### src/rtl/mdu_seq_if.sv
// Request, result and shared-ALU signals between the multicycle control path and mdu_seq.
// master is the control FSM plus the ALU it owns; slave is the sequencer.
interface mdu_seq_if #(
    parameter int XLEN = 32
);
    logic            start;
    logic [1:0]      op;
    logic [XLEN-1:0] rs;
    logic [XLEN-1:0] rt;
    logic            busy;
    logic            done;
    logic [XLEN-1:0] hi;
    logic [XLEN-1:0] lo;
    logic            div_by_zero;
    logic [XLEN-1:0] alu_a;
    logic [XLEN-1:0] alu_b;
    logic [3:0]      alu_op;
    logic [XLEN-1:0] alu_result;
    logic            alu_cout;

    modport master (
        output start, op, rs, rt, alu_result, alu_cout,
        input  busy, done, hi, lo, div_by_zero, alu_a, alu_b, alu_op
    );

    modport slave (
        input  start, op, rs, rt, alu_result, alu_cout,
        output busy, done, hi, lo, div_by_zero, alu_a, alu_b, alu_op
    );
endinterface

### src/rtl/mdu_seq.sv
// Iterative MULT/MULTU/DIV/DIVU sequencer that borrows the core's shared ALU while busy.
// Shift-add multiply and restoring divide on magnitudes, with sign fix-up for signed ops.
module mdu_seq #(
    parameter int XLEN  = 32,
    parameter int CNT_W = 5
) (
    input  logic      clk,
    input  logic      reset,
    mdu_seq_if.slave  bus
);

    typedef enum logic [2:0] {
        S_IDLE,
        S_NEG_A,
        S_NEG_B,
        S_ITER,
        S_FIX_LO,
        S_FIX_HI,
        S_DONE
    } state_t;

    localparam logic [3:0]       ALU_ADD  = 4'b0000;
    localparam logic [3:0]       ALU_SUB  = 4'b0001;
    localparam logic [CNT_W-1:0] CNT_LAST = CNT_W'(XLEN - 1);

    state_t          state;
    logic [XLEN-1:0] hi_q;
    logic [XLEN-1:0] lo_q;
    logic [XLEN-1:0] b_q;
    logic [CNT_W-1:0] cnt;
    logic            is_div;
    logic            is_signed;
    logic            sign_a;
    logic            sign_b;
    logic            borrow;
    logic            dbz_q;
    logic            busy_q;
    logic            done_q;

    logic [XLEN-1:0] rem_shift;
    logic            neg_result;
    logic            neg_hi;
    logic [XLEN-1:0] alu_a_c;
    logic [XLEN-1:0] alu_b_c;
    logic [3:0]      alu_op_c;

    // Partial remainder shifted left with the next dividend bit brought in.
    assign rem_shift  = {hi_q[XLEN-2:0], lo_q[XLEN-1]};
    assign neg_result = sign_a ^ sign_b;
    assign neg_hi     = is_div ? sign_a : neg_result;

    // NOTE: every output gets a default before the case, so no path leaves it unassigned and no latch is inferred.
    always_comb begin
        alu_op_c = ALU_ADD;
        alu_a_c  = '0;
        alu_b_c  = '0;
        case (state)
            S_NEG_A: begin
                alu_op_c = ALU_SUB;
                alu_b_c  = lo_q;
            end
            S_NEG_B: begin
                alu_op_c = ALU_SUB;
                alu_b_c  = b_q;
            end
            S_ITER: begin
                alu_op_c = is_div ? ALU_SUB : ALU_ADD;
                alu_a_c  = is_div ? rem_shift : hi_q;
                alu_b_c  = b_q;
            end
            S_FIX_LO: begin
                alu_op_c = ALU_SUB;
                alu_b_c  = lo_q;
            end
            S_FIX_HI: begin
                if (is_div) begin
                    alu_op_c = ALU_SUB;
                    alu_b_c  = hi_q;
                end else begin
                    alu_op_c = ALU_ADD;
                    alu_a_c  = ~hi_q;
                    alu_b_c  = {{(XLEN-1){1'b0}}, ~borrow};
                end
            end
            default: begin
                alu_op_c = ALU_ADD;
                alu_a_c  = '0;
                alu_b_c  = '0;
            end
        endcase
    end

    // NOTE: sequential state uses non-blocking assignments so every register samples pre-edge values.
    always_ff @(posedge clk or posedge reset) begin
        if (reset) begin
            state     <= S_IDLE;
            hi_q      <= '0;
            lo_q      <= '0;
            b_q       <= '0;
            cnt       <= '0;
            is_div    <= 1'b0;
            is_signed <= 1'b0;
            sign_a    <= 1'b0;
            sign_b    <= 1'b0;
            borrow    <= 1'b0;
            dbz_q     <= 1'b0;
            busy_q    <= 1'b0;
            done_q    <= 1'b0;
        end else begin
            case (state)
                S_IDLE: begin
                    if (bus.start) begin
                        is_div    <= bus.op[1];
                        is_signed <= bus.op[0];
                        sign_a    <= bus.op[0] & bus.rs[XLEN-1];
                        sign_b    <= bus.op[0] & bus.rt[XLEN-1];
                        cnt       <= '0;
                        busy_q    <= 1'b1;
                        if (bus.op[1] && (bus.rt == '0)) begin
                            hi_q   <= bus.rs;
                            lo_q   <= '1;
                            b_q    <= bus.rt;
                            dbz_q  <= 1'b1;
                            done_q <= 1'b1;
                            state  <= S_DONE;
                        end else begin
                            hi_q  <= '0;
                            lo_q  <= bus.rs;
                            b_q   <= bus.rt;
                            dbz_q <= 1'b0;
                            state <= bus.op[0] ? S_NEG_A : S_ITER;
                        end
                    end
                end
                S_NEG_A: begin
                    if (sign_a) lo_q <= bus.alu_result;
                    state <= S_NEG_B;
                end
                S_NEG_B: begin
                    if (sign_b) b_q <= bus.alu_result;
                    state <= S_ITER;
                end
                S_ITER: begin
                    if (is_div) begin
                        // A set hi[31] means the shifted remainder exceeds any 32-bit divisor.
                        if (hi_q[XLEN-1] || !bus.alu_cout) begin
                            hi_q <= bus.alu_result;
                            lo_q <= {lo_q[XLEN-2:0], 1'b1};
                        end else begin
                            hi_q <= rem_shift;
                            lo_q <= {lo_q[XLEN-2:0], 1'b0};
                        end
                    end else if (lo_q[0]) begin
                        hi_q <= {bus.alu_cout, bus.alu_result[XLEN-1:1]};
                        lo_q <= {bus.alu_result[0], lo_q[XLEN-1:1]};
                    end else begin
                        hi_q <= {1'b0, hi_q[XLEN-1:1]};
                        lo_q <= {hi_q[0], lo_q[XLEN-1:1]};
                    end
                    cnt <= cnt + CNT_W'(1);
                    if (cnt == CNT_LAST) begin
                        if (is_signed) begin
                            state <= S_FIX_LO;
                        end else begin
                            done_q <= 1'b1;
                            state  <= S_DONE;
                        end
                    end
                end
                S_FIX_LO: begin
                    // Borrow from 0-lo tells FIX_HI whether the 64-bit negate carries into hi.
                    if (neg_result) lo_q <= bus.alu_result;
                    borrow <= bus.alu_cout;
                    state  <= S_FIX_HI;
                end
                S_FIX_HI: begin
                    if (neg_hi) hi_q <= bus.alu_result;
                    done_q <= 1'b1;
                    state  <= S_DONE;
                end
                S_DONE: begin
                    done_q <= 1'b0;
                    busy_q <= 1'b0;
                    state  <= S_IDLE;
                end
                default: begin
                    done_q <= 1'b0;
                    busy_q <= 1'b0;
                    state  <= S_IDLE;
                end
            endcase
        end
    end

    assign bus.busy        = busy_q;
    assign bus.done        = done_q;
    assign bus.hi          = hi_q;
    assign bus.lo          = lo_q;
    assign bus.div_by_zero = dbz_q;
    assign bus.alu_a       = alu_a_c;
    assign bus.alu_b       = alu_b_c;
    assign bus.alu_op      = alu_op_c;

endmodule

### src/flat_wrapper.sv
// flat-port wrapper written by rule: the top's interface ports become plain ports
module mdu_seq_flat 
#(
    parameter int XLEN  = 32,
    parameter int CNT_W = 5
)
  (clk, reset, bus_start, bus_op, bus_rs, bus_rt, bus_alu_result, bus_alu_cout, bus_busy, bus_done, bus_hi, bus_lo, bus_div_by_zero, bus_alu_a, bus_alu_b, bus_alu_op);
  mdu_seq_if #(.XLEN(XLEN)) bus_i ();
  input  logic clk;
  input  logic reset;
  input wire logic [$bits(bus_i.start)-1:0] bus_start;
  input wire logic [$bits(bus_i.op)-1:0] bus_op;
  input wire logic [$bits(bus_i.rs)-1:0] bus_rs;
  input wire logic [$bits(bus_i.rt)-1:0] bus_rt;
  input wire logic [$bits(bus_i.alu_result)-1:0] bus_alu_result;
  input wire logic [$bits(bus_i.alu_cout)-1:0] bus_alu_cout;
  output wire logic [$bits(bus_i.busy)-1:0] bus_busy;
  output wire logic [$bits(bus_i.done)-1:0] bus_done;
  output wire logic [$bits(bus_i.hi)-1:0] bus_hi;
  output wire logic [$bits(bus_i.lo)-1:0] bus_lo;
  output wire logic [$bits(bus_i.div_by_zero)-1:0] bus_div_by_zero;
  output wire logic [$bits(bus_i.alu_a)-1:0] bus_alu_a;
  output wire logic [$bits(bus_i.alu_b)-1:0] bus_alu_b;
  output wire logic [$bits(bus_i.alu_op)-1:0] bus_alu_op;
  assign bus_i.start = bus_start;
  assign bus_i.op = bus_op;
  assign bus_i.rs = bus_rs;
  assign bus_i.rt = bus_rt;
  assign bus_i.alu_result = bus_alu_result;
  assign bus_i.alu_cout = bus_alu_cout;
  assign bus_busy = bus_i.busy;
  assign bus_done = bus_i.done;
  assign bus_hi = bus_i.hi;
  assign bus_lo = bus_i.lo;
  assign bus_div_by_zero = bus_i.div_by_zero;
  assign bus_alu_a = bus_i.alu_a;
  assign bus_alu_b = bus_i.alu_b;
  assign bus_alu_op = bus_i.alu_op;
  mdu_seq #(.XLEN(XLEN), .CNT_W(CNT_W)) u_core (.clk(clk), .reset(reset), .bus(bus_i));
endmodule
### config.mk
export PLATFORM = sky130hd
export DESIGN_NAME = mdu_seq_flat
export DESIGN_NICKNAME = d
export VERILOG_FILES = /design/src/rtl/mdu_seq_if.sv /design/src/rtl/mdu_seq.sv /design/src/flat_wrapper.sv
export SDC_FILE = /design/constraint.sdc
export NUM_CORES = 1
export LEC_CHECK = 0
export BUFFER_PORTS_ARGS = -buffer_cell sky130_fd_sc_hd__buf_2
export CAP_MARGIN = 20
export CORE_ASPECT_RATIO = 0.75
export CORE_MARGIN = 2
export CORE_UTILIZATION = 28
export CTS_BUF_LIST = sky130_fd_sc_hd__clkbuf_16
export DETAILED_ROUTE_END_ITERATION = 8
export SLEW_MARGIN = 20
export SYNTH_ARGS = -nofsm -noshare
export SYNTH_HDL_FRONTEND = slang
export SYNTH_SLANG_ARGS = --single-unit
export TNS_END_PERCENT = 30
### constraint.sdc
create_clock -name clk -period 4.4 [get_ports clk]
set_clock_uncertainty 0.2 [all_clocks]
set_input_delay 0 -clock clk [delete_from_list [all_inputs] [get_ports clk]]
set_output_delay 0 -clock clk [all_outputs]
set_load 0.005 [all_outputs]
Word-level counts from Yosys, hierarchy flattened
Cells that the tools add are included.

$add $sub $neg: 1. Shifts and indexed selects: 0. Muxes and demuxes: 42. Multipliers: 0. Order comparisons: 0. Reduce and logical (&&, ||, !) cells: 22. Bitwise operators: 7. Div/mod/pow operators: 0. Eq/ne operators: 14.

Operators by type and width (count): 32-bit 2-to-1 mux (17); 32-bit case mux with 3 select lines (2); 32-bit case mux with 2 select lines (2); 32-bit case mux with 4 select lines (1); 32-bit zero test (1); 32-bit NOT (1); 3-bit case mux with 6 select lines (1); 2-bit by 1-bit != test with 1-bit output (second input constant) (6); 5-bit case mux with 2 select lines (1); 1-bit 2-to-1 mux (9); 3-bit 2-to-1 mux (3); 4-bit case mux with 2 select lines (1); 2-bit AND reduction (4); 3-bit by 2-bit equality test with 1-bit output (second input constant) (2); 3-bit equality test (second input constant) (2); 3-bit AND reduction (2); 2-bit OR reduction (3); 5-bit by 1-bit adder with 5-bit output (second input constant) (1); 5-bit equality test (second input constant) (1); 5-bit 2-to-1 mux (1); 5-bit AND reduction (1); 5-bit OR reduction (1); 2-bit 2-to-1 mux (2); 2-bit != test (second input constant) (2); other kinds (15) (19).

Bits of input ports: 102. Memory bits (writable): 0. Output and inout port bits: 135. Bits in latches: 0. ROM bits: 0. Register bits after elaboration: 112. Memories kept: 0. Logic and storage cells: 99.

Logic depth before layout (Yosys ltp)
Gate-level depths: netlist of the first run.

Depth after elaboration: 5. Gate-level depth with buffers: 9. Mapped depth without buffers: 7.

Worst setup path before layout of the first run
No wires, ideal clock.

Kind: reg2reg. Start point: reg u_core.lo_q[0], in the netlist u_core.bus.lo[0]. End point: reg u_core.hi_q[2], in the netlist u_core.bus.hi[2]. Arrival time: 1.642 ns. Cell stages (with the launch flop): 8. Path buffers: 2. Required time: 4.063 ns. Setup time: 0.137 ns. Path slack: 2.421 ns. Period minus slack after synthesis: 1.979 ns. Cells stage by stage: dfrtp_1 -> buf_2 -> buf_2 -> mux2i_1 -> nor2b_1 -> o21ai_0 -> a222oi_1 -> a21oi_1.

Cells in the longest elaborated chain, start to end: 3.

Ends and longest elaborated chain: start: declaration (line mdu_seq.sv:28) `logic [XLEN-1:0] lo_q;`; start signal: assignment (line mdu_seq.sv:128) `lo_q <= bus.rs;`; start signal: assignment (line mdu_seq.sv:136) `if (sign_a) lo_q <= bus.alu_result;`; start signal: assignment (line mdu_seq.sv:148) `lo_q <= {lo_q[XLEN-2:0], 1'b1};`; 32-bit 2-to-1 mux (line mdu_seq.sv:153) `end else if (lo_q[0]) begin`; 32-bit 2-to-1 mux (line mdu_seq.sv:144) `if (is_div) begin`; 32-bit case mux with 3 select lines (line mdu_seq.sv:110) `case (state)`; end signal: assignment (line mdu_seq.sv:147) `hi_q <= bus.alu_result;`; end signal: assignment (line mdu_seq.sv:154) `hi_q <= {bus.alu_cout, bus.alu_result[XLEN-1:1]};`; end signal: assignment (line mdu_seq.sv:157) `hi_q <= {1'b0, hi_q[XLEN-1:1]};`; end: declaration (line mdu_seq.sv:27) `logic [XLEN-1:0] hi_q;`.

No other way between the ends. A chain may end at the register's enable or synchronous reset.

Worst setup path in the final report of the first run
Start point: in bus_rt[2]. End point: reg u_core.lo_q[7], in the netlist u_core.bus.lo[7].

Cells in the longest elaborated chain, start to end: 5.

Ends and longest elaborated chain: start: declaration (line flat_wrapper.sv:14) `input wire logic [$bits(bus_i.rt)-1:0] bus_rt;`; 32-bit zero test (line mdu_seq.sv:119) `if (bus.op[1] && (bus.rt == '0)) begin`; 1-bit logical AND (line mdu_seq.sv:119); 32-bit 2-to-1 mux (line mdu_seq.sv:119); 32-bit 2-to-1 mux (line mdu_seq.sv:112) `if (bus.start) begin`; 32-bit case mux with 4 select lines (line mdu_seq.sv:110).

No other way between the ends. The select of a mux whose other input is x is not followed.

==> flow_summary.yaml, run 1 <==
clock_network:
  cts_tree: "yes"
  clk_latency_ps: 370
  numClockSinks: 112
  cts_buffer_depth: 2
  cts_resized: 0
  h-tree-depth: 3
  cts_root_buffer: "clkbuf_16"
  cts_buffers: 9
  clk_pin_slew_worst_paths_ps: 80
worst_hold_path:
  hold_class: "input pin to async pin"
die:
  initial_core_util_pct: 28.5
  pin_count: 237
  fp-row-count: 54
  dieArea_mm2: 0.0312
  fp.dieH_um: 153
  die-width_um: 203
  core_region_area_mm2: 0.0292
timing:
  max_freq_mhz: 276
  rsz0062_at_grt: "false"
  slew_violations: 0
  period_share_pct: 82.3
  hold_slack_ps: 110
  setup_violations: 0
  setup-tns-final_ps: 0
  worst_pin_slew_ps: 1100
  min_period_ps: 3620
  slew-limit-headroom_pct: 26.9
  hold_violations: 0
logic_synthesis:
  synth_cells: 1054
  synth_seq_cells: 112
  seq_area_frac_synth_pct: 33.6
  syn_avg_cell_area_um2: 7.90
  synth.cell_area_mm2: 0.00833
  synthArstFlopShare_pct: 100
  synth_edf_count: 0
  ys.flop_type: "dfrtp_1"
  ys_types: 50
  yosys_warnings: 0
detailed_routing:
  top_layer_used: "met4"
  ant_nets: 0
  wl_met2_um: 16100
  wl_met3_um: 2680
  dr.first_iter.drc_count: 937
  avgViaCountPerCell: 5.39
  wl_per_cell_um: 20.3
  wl_met1_um: 16300
  vias: 9519
  first_pass_iters: 8
  wl_um: 35800
  drc: 0
final_layout:
  area_delta_synth_final_pct: 38.3
  finalNetCount: 1472
  multiInputGateArea_mm2: 0.00506
  seqCellArea_mm2: 0.00281
  n_antenna_cell: 0
  drive_above_1_share_pct: 21.6
  final_cells: 1765
  final_cell_area_mm2: 0.0115
  fillers: 3010
setup_path:
  cpMaxStageDelayCell: "nor3_4"
  cp.arrival_ps: 3720
  path_delay_family: "simple AND/OR/NAND/NOR gates"
  start_kind: "input pin"
  crit_type: "input pin to flop"
  crit_buf_inv: 4
  cp_data_required_time_ps: 4500
  endpoint_kind: "flop"
  crit_chain: "dlygate4sd3_1 -> buf_2 -> nor4_2 -> nand4_2 -> nor3_4 -> buf_4 -> nor2_1 -> o221ai_1 -> dlygate4sd3_1"
  cp_slowest_stage_delay_ps: 790
  path_max_fanout: 21
  cpMostUsedCell: "dlygate4sd3_1"
grt:
  grt_pass1_wl_um: 55300
  grt_pass1_vias: 9387
  track_usage_pct: 22.8
  grt-ovfl-total: 0
  grt_max_degree: 92
  antenna_found_initial: 1
pwr:
  p_leak_nw: 5.19
  total_power_w: 0.00806
  vdd_drop_max_mv: 0.354
  power.density_mw_per_mm2: 700
status:
  status: "completed"
place:
  place_area_mm2: 0.00974
  placedCellCount: 1602
  finalWeightedCongestion: 0.820
  place_hpwl_um: 23700
  io_buffer_count: 233
run:
  max-cap-violations: 0
[layout by cell type, fill, tap and decap left out, types with 6 or more instances in the layout]
cell and instances:
a21oi_1 99, a222oi_1 31, a22oi_1 32, buf_2 233, buf_4 18, clkbuf_16 9, dfrtp_1 110, dlygate4sd3_1 147
mux2_2 6, mux2i_1 94, nand2_1 171, nand3_1 6, nor2_1 134, nor2b_1 33, o21ai_0 99, o21ai_1 14
o221ai_1 33, o2bb2ai_1 31
[cells in the mapped netlist (all sizes together) (2+ instances only)]
| cell | number | area [um^2] |
|---|---|---|
| o2bb2ai | 31 | 272 |
| and3 | 3 | 18.8 |
| and2 | 3 | 18.8 |
| nand4 | 2 | 18.8 |
| mux2i | 94 | 941 |
| xnor2 | 3 | 26.3 |
| a31oi | 2 | 12.5 |
| nor3b | 2 | 15.0 |
| a22oi | 32 | 240 |
| clkbuf | 51 | 191 |
| nand2b | 4 | 25.0 |
| buf | 49 | 300 |
| dfrtp | 112 | 2800 |
| a222oi | 31 | 310 |
| a21oi | 100 | 504 |
| ha | 2 | 25.0 |
| nand3 | 6 | 30.0 |
| nand3b | 2 | 27.5 |
| mux2 | 6 | 67.6 |
| nor2b | 33 | 206 |
| nor3 | 5 | 41.3 |
| o21ai | 114 | 574 |
| nor4 | 8 | 90.1 |
| nand2 | 173 | 652 |
| inv | 5 | 18.8 |
| o221ai | 33 | 289 |
| a22o | 2 | 17.5 |
| nor2 | 137 | 519 |
| o22a | 2 | 17.5 |
[metrics by stage]
stage | setup WS [ps] | util, %
2_1_floorplan | 1240 | -
3_3_place_gp | 1300 | 33.3
3_5_place_dp | 1200 | 33.4
4_1_cts | 845 | 39.5
5_1_grt | 524 | 39.5
6_report | 778 | 39.5
[worst paths after layout]
path | start | to | slack, ps | depth (start not counted)
max in group asynchronous | reset | u_core.bus.hi[18] | 2920 | 4
worst min-delay path | reset | u_core.bus.hi[28] | 110 | 3
min in group clk | bus_rt[4] | u_core.bus.lo[31] | 200 | 6
worst max-delay path | bus_rt[2] | u_core.bus.lo[7] | 780 | 9
worst min register to register | u_core.bus.busy | u_core.bus.busy | 280 | 2
worst max register to register | u_core.state[1] | u_core.bus.hi[25] | 790 | 6
[timing repair]
item | in CTS | in global routing
setup buffers | 0 | 0
hold buffers | 147 | 0
endpoints found under the hold margin | 159 | 0
[state kept, by name, summed over array words and instances, names as in the netlist, 3 cells and up]
register / count
u_core.state: 3
u_core.bus.lo: 32
u_core.bus.hi: 32
u_core.cnt: 5
u_core.b_q: 32
[layout make-up]
type	instances	area share [%]
clock buffer	9	1.95
clock inverter	7	0.760
inverter	5	0.185
multi-input combinational	839	43.9
sequential	112	24.4
tap	392	4.26
timing repair buffer	401	24.6
[power by group]
group	internal, W	leakage [nW]	total (W)	switching, W
combinational	0.00222	3.64	0.00478	0.00256
sequential	0.00149	1.39	0.00238	0.000890
clock	0.000496	0.150	0.000907	0.000411
total	0.00420	5.19	0.00806	0.00386
[routing by layer]
layer	GRT usage (%)	up-vias
met1	31.7	4555
met2	36.2	468
met5	0	-
li1	-	4456
met4	6.29	0
met3	4.22	40
[cell families (layout without fill, tap and decap cells)]
family                   after synthesis  after routing  share of synthesized area, %
adder cells (fa/ha/maj)                2              2                         0.300
AO/OA/AOI/OAI                        351            351                          27.3
buffers and inverters                105            422                          6.13
multiplexers                         100            100                          12.1
flip-flops                           112            112                          33.6
other                                  1              3                        0.0450
XOR/XNOR                               4              4                         0.421
AND/OR/NAND/NOR                      379            379                          20.1
[worst reg2reg max path, cell delays in order, from the launching register on]
cell           delay [ps]
dfrtp_1               730
and3b_2               780
nand2b_1              580
o21ai_0               340
a222oi_1              130
dlygate4sd3_1         630
a21oi_1               150
Note: power is estimated with default switching activity, not from simulation.
==> inputs of run 2 (changes only) <==
==> constraint.sdc (replaced) <==
create_clock -name clk -period 3.4 [get_ports clk]
set_clock_uncertainty 0.2 [all_clocks]
set_input_delay 0 -clock clk [delete_from_list [all_inputs] [get_ports clk]]
set_output_delay 0 -clock clk [all_outputs]
set_load 0.005 [all_outputs]
==> flow_summary.yaml, run 2 (same netlist as run 1, synthesis figures left out) <==
status:
  status: "completed"
die:
  core_region_area_mm2: 0.0292
  fp-row-count: 54
  dieArea_mm2: 0.0312
  die-width_um: 203
  pin_count: 237
  initial_core_util_pct: 28.5
  fp.dieH_um: 153
setup_path:
  cp_data_required_time_ps: 3490
  path_max_fanout: 45
  crit_type: "flop to flop"
  crit_chain: "nand3b_1 -> buf_6 -> nand2_2 -> nor4_4 -> buf_4 -> a222oi_1 -> dlygate4sd3_1 -> a21oi_1"
  cp_slowest_stage_delay_ps: 640
  endpoint_kind: "flop"
  rrSetupSlack_ps: 250
  path_delay_family: "buffers and inverters"
  crit_buf_inv: 3
  start_kind: "flop"
  cpMaxStageDelayCell: "dfrtp_1"
  cp.arrival_ps: 3240
timing:
  slew_violations: 0
  hold_violations: 0
  worst_pin_slew_ps: 926
  hold_slack_ps: 135
  setup-tns-final_ps: 0
  slew-limit-headroom_pct: 38.0
  setup_violations: 0
  rsz0062_at_grt: "false"
  min_period_ps: 3150
  period_share_pct: 92.7
  max_freq_mhz: 317
pwr:
  vdd_drop_max_mv: 0.448
  p_leak_nw: 5.29
  power.density_mw_per_mm2: 907
clock_network:
  cts_buffers: 9
  clk_pin_slew_worst_paths_ps: 80
  numClockSinks: 112
  cts_root_buffer: "clkbuf_16"
  clk_latency_ps: 370
  h-tree-depth: 3
  cts_buffer_depth: 2
  cts_tree: "yes"
grt:
  track_usage_pct: 23.1
  grt_max_degree: 139
  grt_pass1_wl_um: 56100
  grt_pass1_vias: 9548
  grt-ovfl-total: 0
  antenna_found_initial: 1
detailed_routing:
  wl_met1_um: 16400
  wl_per_cell_um: 20.5
  wl_met3_um: 3290
  first_pass_iters: 7
  drc: 0
  avgViaCountPerCell: 5.44
  top_layer_used: "met5"
  dr.first_iter.drc_count: 1128
  vias: 9715
  wl_um: 36600
  ant_nets: 0
  wl_met2_um: 16400
final_layout:
  n_antenna_cell: 0
  finalNetCount: 1492
  layout_commonest_cell: "buf_2"
  final_cells: 1785
  area_delta_synth_final_pct: 40.4
  final_cell_mix: "233 x buf_2, 171 x nand2_1, 154 x dlygate4sd3_1"
  drive_above_1_share_pct: 22.3
place:
  placedCellCount: 1615
  io_buffer_count: 233
  place_hpwl_um: 24500
  finalWeightedCongestion: 0.844
run:
  max-cap-violations: 0
worst_hold_path:
  hold_class: "input pin to async pin"
==> run 2: layer usage <==
layer	global-route usage, %	up-vias
li1	-	4503
met1	32.8	4640
met2	36.3	531
met3	4.29	39
met4	5.35	2
met5	0	-
==> run 2: cell type report <==
type / count / area (um^2)
clock inverters: 7 / 88.8
multi-input cells: 839 / 5060
fillers: 2928 / 17500
inverters: 5 / 21.3
well taps: 392 / 490
clock buffers: 9 / 225
repair buffers: 421 / 3000
flip-flops and latches: 112 / 2810
==> run 2: what timing repair did <==
item / 4_1_cts / 5_1_grt
endpoints found under the setup margin: 0 / 3
setup buffers: 0 / 0
resized for setup: 0 / 2
hold buffers: 154 / 0
endpoints found under the hold margin: 163 / 0
==> run 2: power breakdown <==
part | total [W] | leakage [nW] | switching [W] | internal (W)
clock | 0.00119 | 0.158 | 0.000547 | 0.000643
combinational | 0.00647 | 3.75 | 0.00351 | 0.00296
sequential | 0.00295 | 1.39 | 0.00102 | 0.00193
==> run 2: path summary, 6_finish.rpt <==
check	to	depth (start not counted)	startpoint
worst max-delay path	u_core.bus.hi[25]	8	u_core.state[2]
worst min-delay path	u_core.b_q[27]	3	reset
worst min register to register	u_core.b_q[12]	2	u_core.b_q[12]
worst max register to register	u_core.bus.hi[25]	8	u_core.state[2]
max in group asynchronous	u_core.bus.lo[10]	4	reset
min in group clk	u_core.bus.hi[31]	7	bus_rt[4]
==> run 2: per-stage QoR <==
stage	worst slack, ps	instance area, um^2	utilization, %	total power (W)
after floorplan	241	8340	-	0.00645
after global placement	751	9840	33.7	0.00862
after detailed placement	645	9840	33.7	0.00876
after CTS	153	11700	40.1	0.0105
after global routing	52.5	11700	40.1	0.0114
final	248	11700	40.1	0.0106
==> run 2: worst register-to-register path: stages (launching register included) <==
cell and delay (ps):
dfrtp_1 640, nand3b_1 340, buf_6 360, nand2_2 110, nor4_4 270, buf_4 320, a222oi_1 110, dlygate4sd3_1 570
a21oi_1 150
==> inputs of run 3 (changes only) <==
==> constraint.sdc (replaced) <==
create_clock -name clk -period 3.2 [get_ports clk]
set_clock_uncertainty 0.2 [all_clocks]
set_input_delay 0 -clock clk [delete_from_list [all_inputs] [get_ports clk]]
set_output_delay 0 -clock clk [all_outputs]
set_load 0.005 [all_outputs]
==> flow_summary.yaml, run 3 (same netlist as run 1, synthesis figures left out) <==
clock_network:
  post_cts_buffers: 0
  clk_latency_ps: 370
  h-tree-depth: 3
  cts_tree: "yes"
  cts_buffers: 9
  numClockSinks: 112
  cts_root_buffer: "clkbuf_16"
  clk_pin_slew_worst_paths_ps: 80
  cts_buffer_depth: 2
timing:
  setup_violations: 0
  period_share_pct: 95.7
  slew_violations: 0
  layout_setup_ws_ps: 138
  rsz0062_at_grt: "false"
  max_freq_mhz: 327
  worst_pin_slew_ps: 1150
  hold_violations: 0
  slew-limit-headroom_pct: 23.0
  hold_slack_ps: 83.8
  setup-tns-final_ps: 0
  min_period_ps: 3060
die:
  fp-row-count: 54
  die-width_um: 203
  core_region_area_mm2: 0.0292
  initial_core_util_pct: 28.5
  fp.dieH_um: 153
  dieArea_mm2: 0.0312
  pin_count: 237
grt:
  grt_pass1_wl_um: 54600
  antenna_found_initial: 1
  grt_pass1_vias: 9113
  grt_max_degree: 81
  track_usage_pct: 22.5
  grt-ovfl-total: 0
final_layout:
  drive_above_1_share_pct: 22.5
  layout_commonest_cell: "buf_2"
  n_antenna_cell: 0
  final_cell_mix: "233 x buf_2, 171 x nand2_1, 150 x dlygate4sd3_1"
  finalNetCount: 1491
  final_cells: 1784
  area_delta_synth_final_pct: 40.2
  fillers: 2946
setup_path:
  cp_data_required_time_ps: 3300
  start_kind: "flop"
  cp_slowest_stage_delay_ps: 610
  endpoint_kind: "flop"
  crit_chain: "nand3b_1 -> buf_4 -> nand2_2 -> nor4_4 -> buf_4 -> a222oi_1 -> dlygate4sd3_1 -> a21oi_1"
  cpMaxStageDelayCell: "dfrtp_1"
  critPathLaunch: "u_core.state[0]"
  r2r_start: "u_core.state[0]"
  crit_buf_inv: 3
  cp.arrival_ps: 3170
  crit_type: "flop to flop"
  cpMostUsedCell: "buf_4"
  path_max_fanout: 26
  path_delay_family: "buffers and inverters"
detailed_routing:
  drc: 0
  dr.first_iter.drc_count: 1069
  vias: 9720
  wl_um: 35900
  first_pass_iters: 6
  ant_nets: 0
  avgViaCountPerCell: 5.45
  wl_per_cell_um: 20.2
place:
  finalWeightedCongestion: 0.835
  io_buffer_count: 233
  place_hpwl_um: 24400
  placedCellCount: 1618
  preCtsSetupSlack_ps: 536
worst_hold_path:
  hold_class: "input pin to async pin"
run:
  max-cap-violations: 0
pwr:
  p_int_w: 0.00584
  pwr-share-comb_pct: 60.8
  switching_share_pct: 47.8
  power.density_mw_per_mm2: 958
  p_leak_nw: 5.29
  vdd_drop_max_mv: 0.481
  p_switching_w: 0.00535
  power_frac_clock_pct: 10.3
  pwr-share-seq_pct: 28.9
status:
  status: "completed"
## run 3: cell count changes in the layout (fill, tap and decap cells not counted), sizes merged
cell,delta
dlygate4sd3,-4
buf,+3
bufinv,-1
inv,+1
## run 3: worst paths after layout
kind	endpoint	slack (ps)	depth (start not counted)
max	u_core.bus.hi[11]	140	8
min	u_core.b_q[28]	80	3
max reg2reg	u_core.bus.hi[11]	140	8
min reg2reg	u_core.bus.busy	290	2
max in group asynchronous	u_core.bus.hi[14]	1780	4
min in group clk	u_core.is_div	240	3
## run 3: per-layer routing
layer	up-vias	GRT usage, %	part of all wire (%)
met5	-	0	0
met4	0	5.21	1.4
met3	36	3.90	8.4
met2	539	34.8	44
met1	4650	32.6	46
li1	4495	-	-
## run 3: power by group through the flow
stage | clock, W | combinational [W] | sequential, W
2_1_floorplan | 0 | 0.00414 | 0.00271
3_3_place_gp | 0 | 0.00598 | 0.00321
3_5_place_dp | 0 | 0.00610 | 0.00323
4_1_cts | 0.00118 | 0.00670 | 0.00320
5_1_grt | 0.00124 | 0.00747 | 0.00335
6_report | 0.00116 | 0.00680 | 0.00323
## run 3: what timing repair did
action	CTS	global route
hold buffers	150	0
hold endpoints to repair	153	0
setup endpoints to repair	0	15
resized for setup	0	4
## run 3: layout make-up
cell class | instances | area, um^2 | area share, %
Multi-Input combinational cell | 839 | 5070 | 43.4
Timing Repair Buffer | 420 | 3010 | 25.7
Sequential cell | 112 | 2810 | 24.1
Tap cell | 392 | 490 | 4.20
Clock buffer | 9 | 225 | 1.93
Clock inverter | 7 | 58.8 | 0.503
Inverter | 5 | 21.3 | 0.182
## run 3: worst register-to-register path, delay by kind of cell (launching register included)
kind	cells	cell delay [ps]
and+or+nand+nor	3	710
DFF	1	610
buffers and inverters	3	1200
AOI/OAI and AO/OA	2	270
## run 3: metrics by stage
step	power [W]	utilization (%)	area (um^2)
2_1_floorplan	0.00685	-	8340
3_3_place_gp	0.00919	33.9	9880
5_1_grt	0.0121	40.0	11700
3_5_place_dp	0.00933	33.9	9880
4_1_cts	0.0111	40.0	11700
6_report	0.0112	40.0	11700
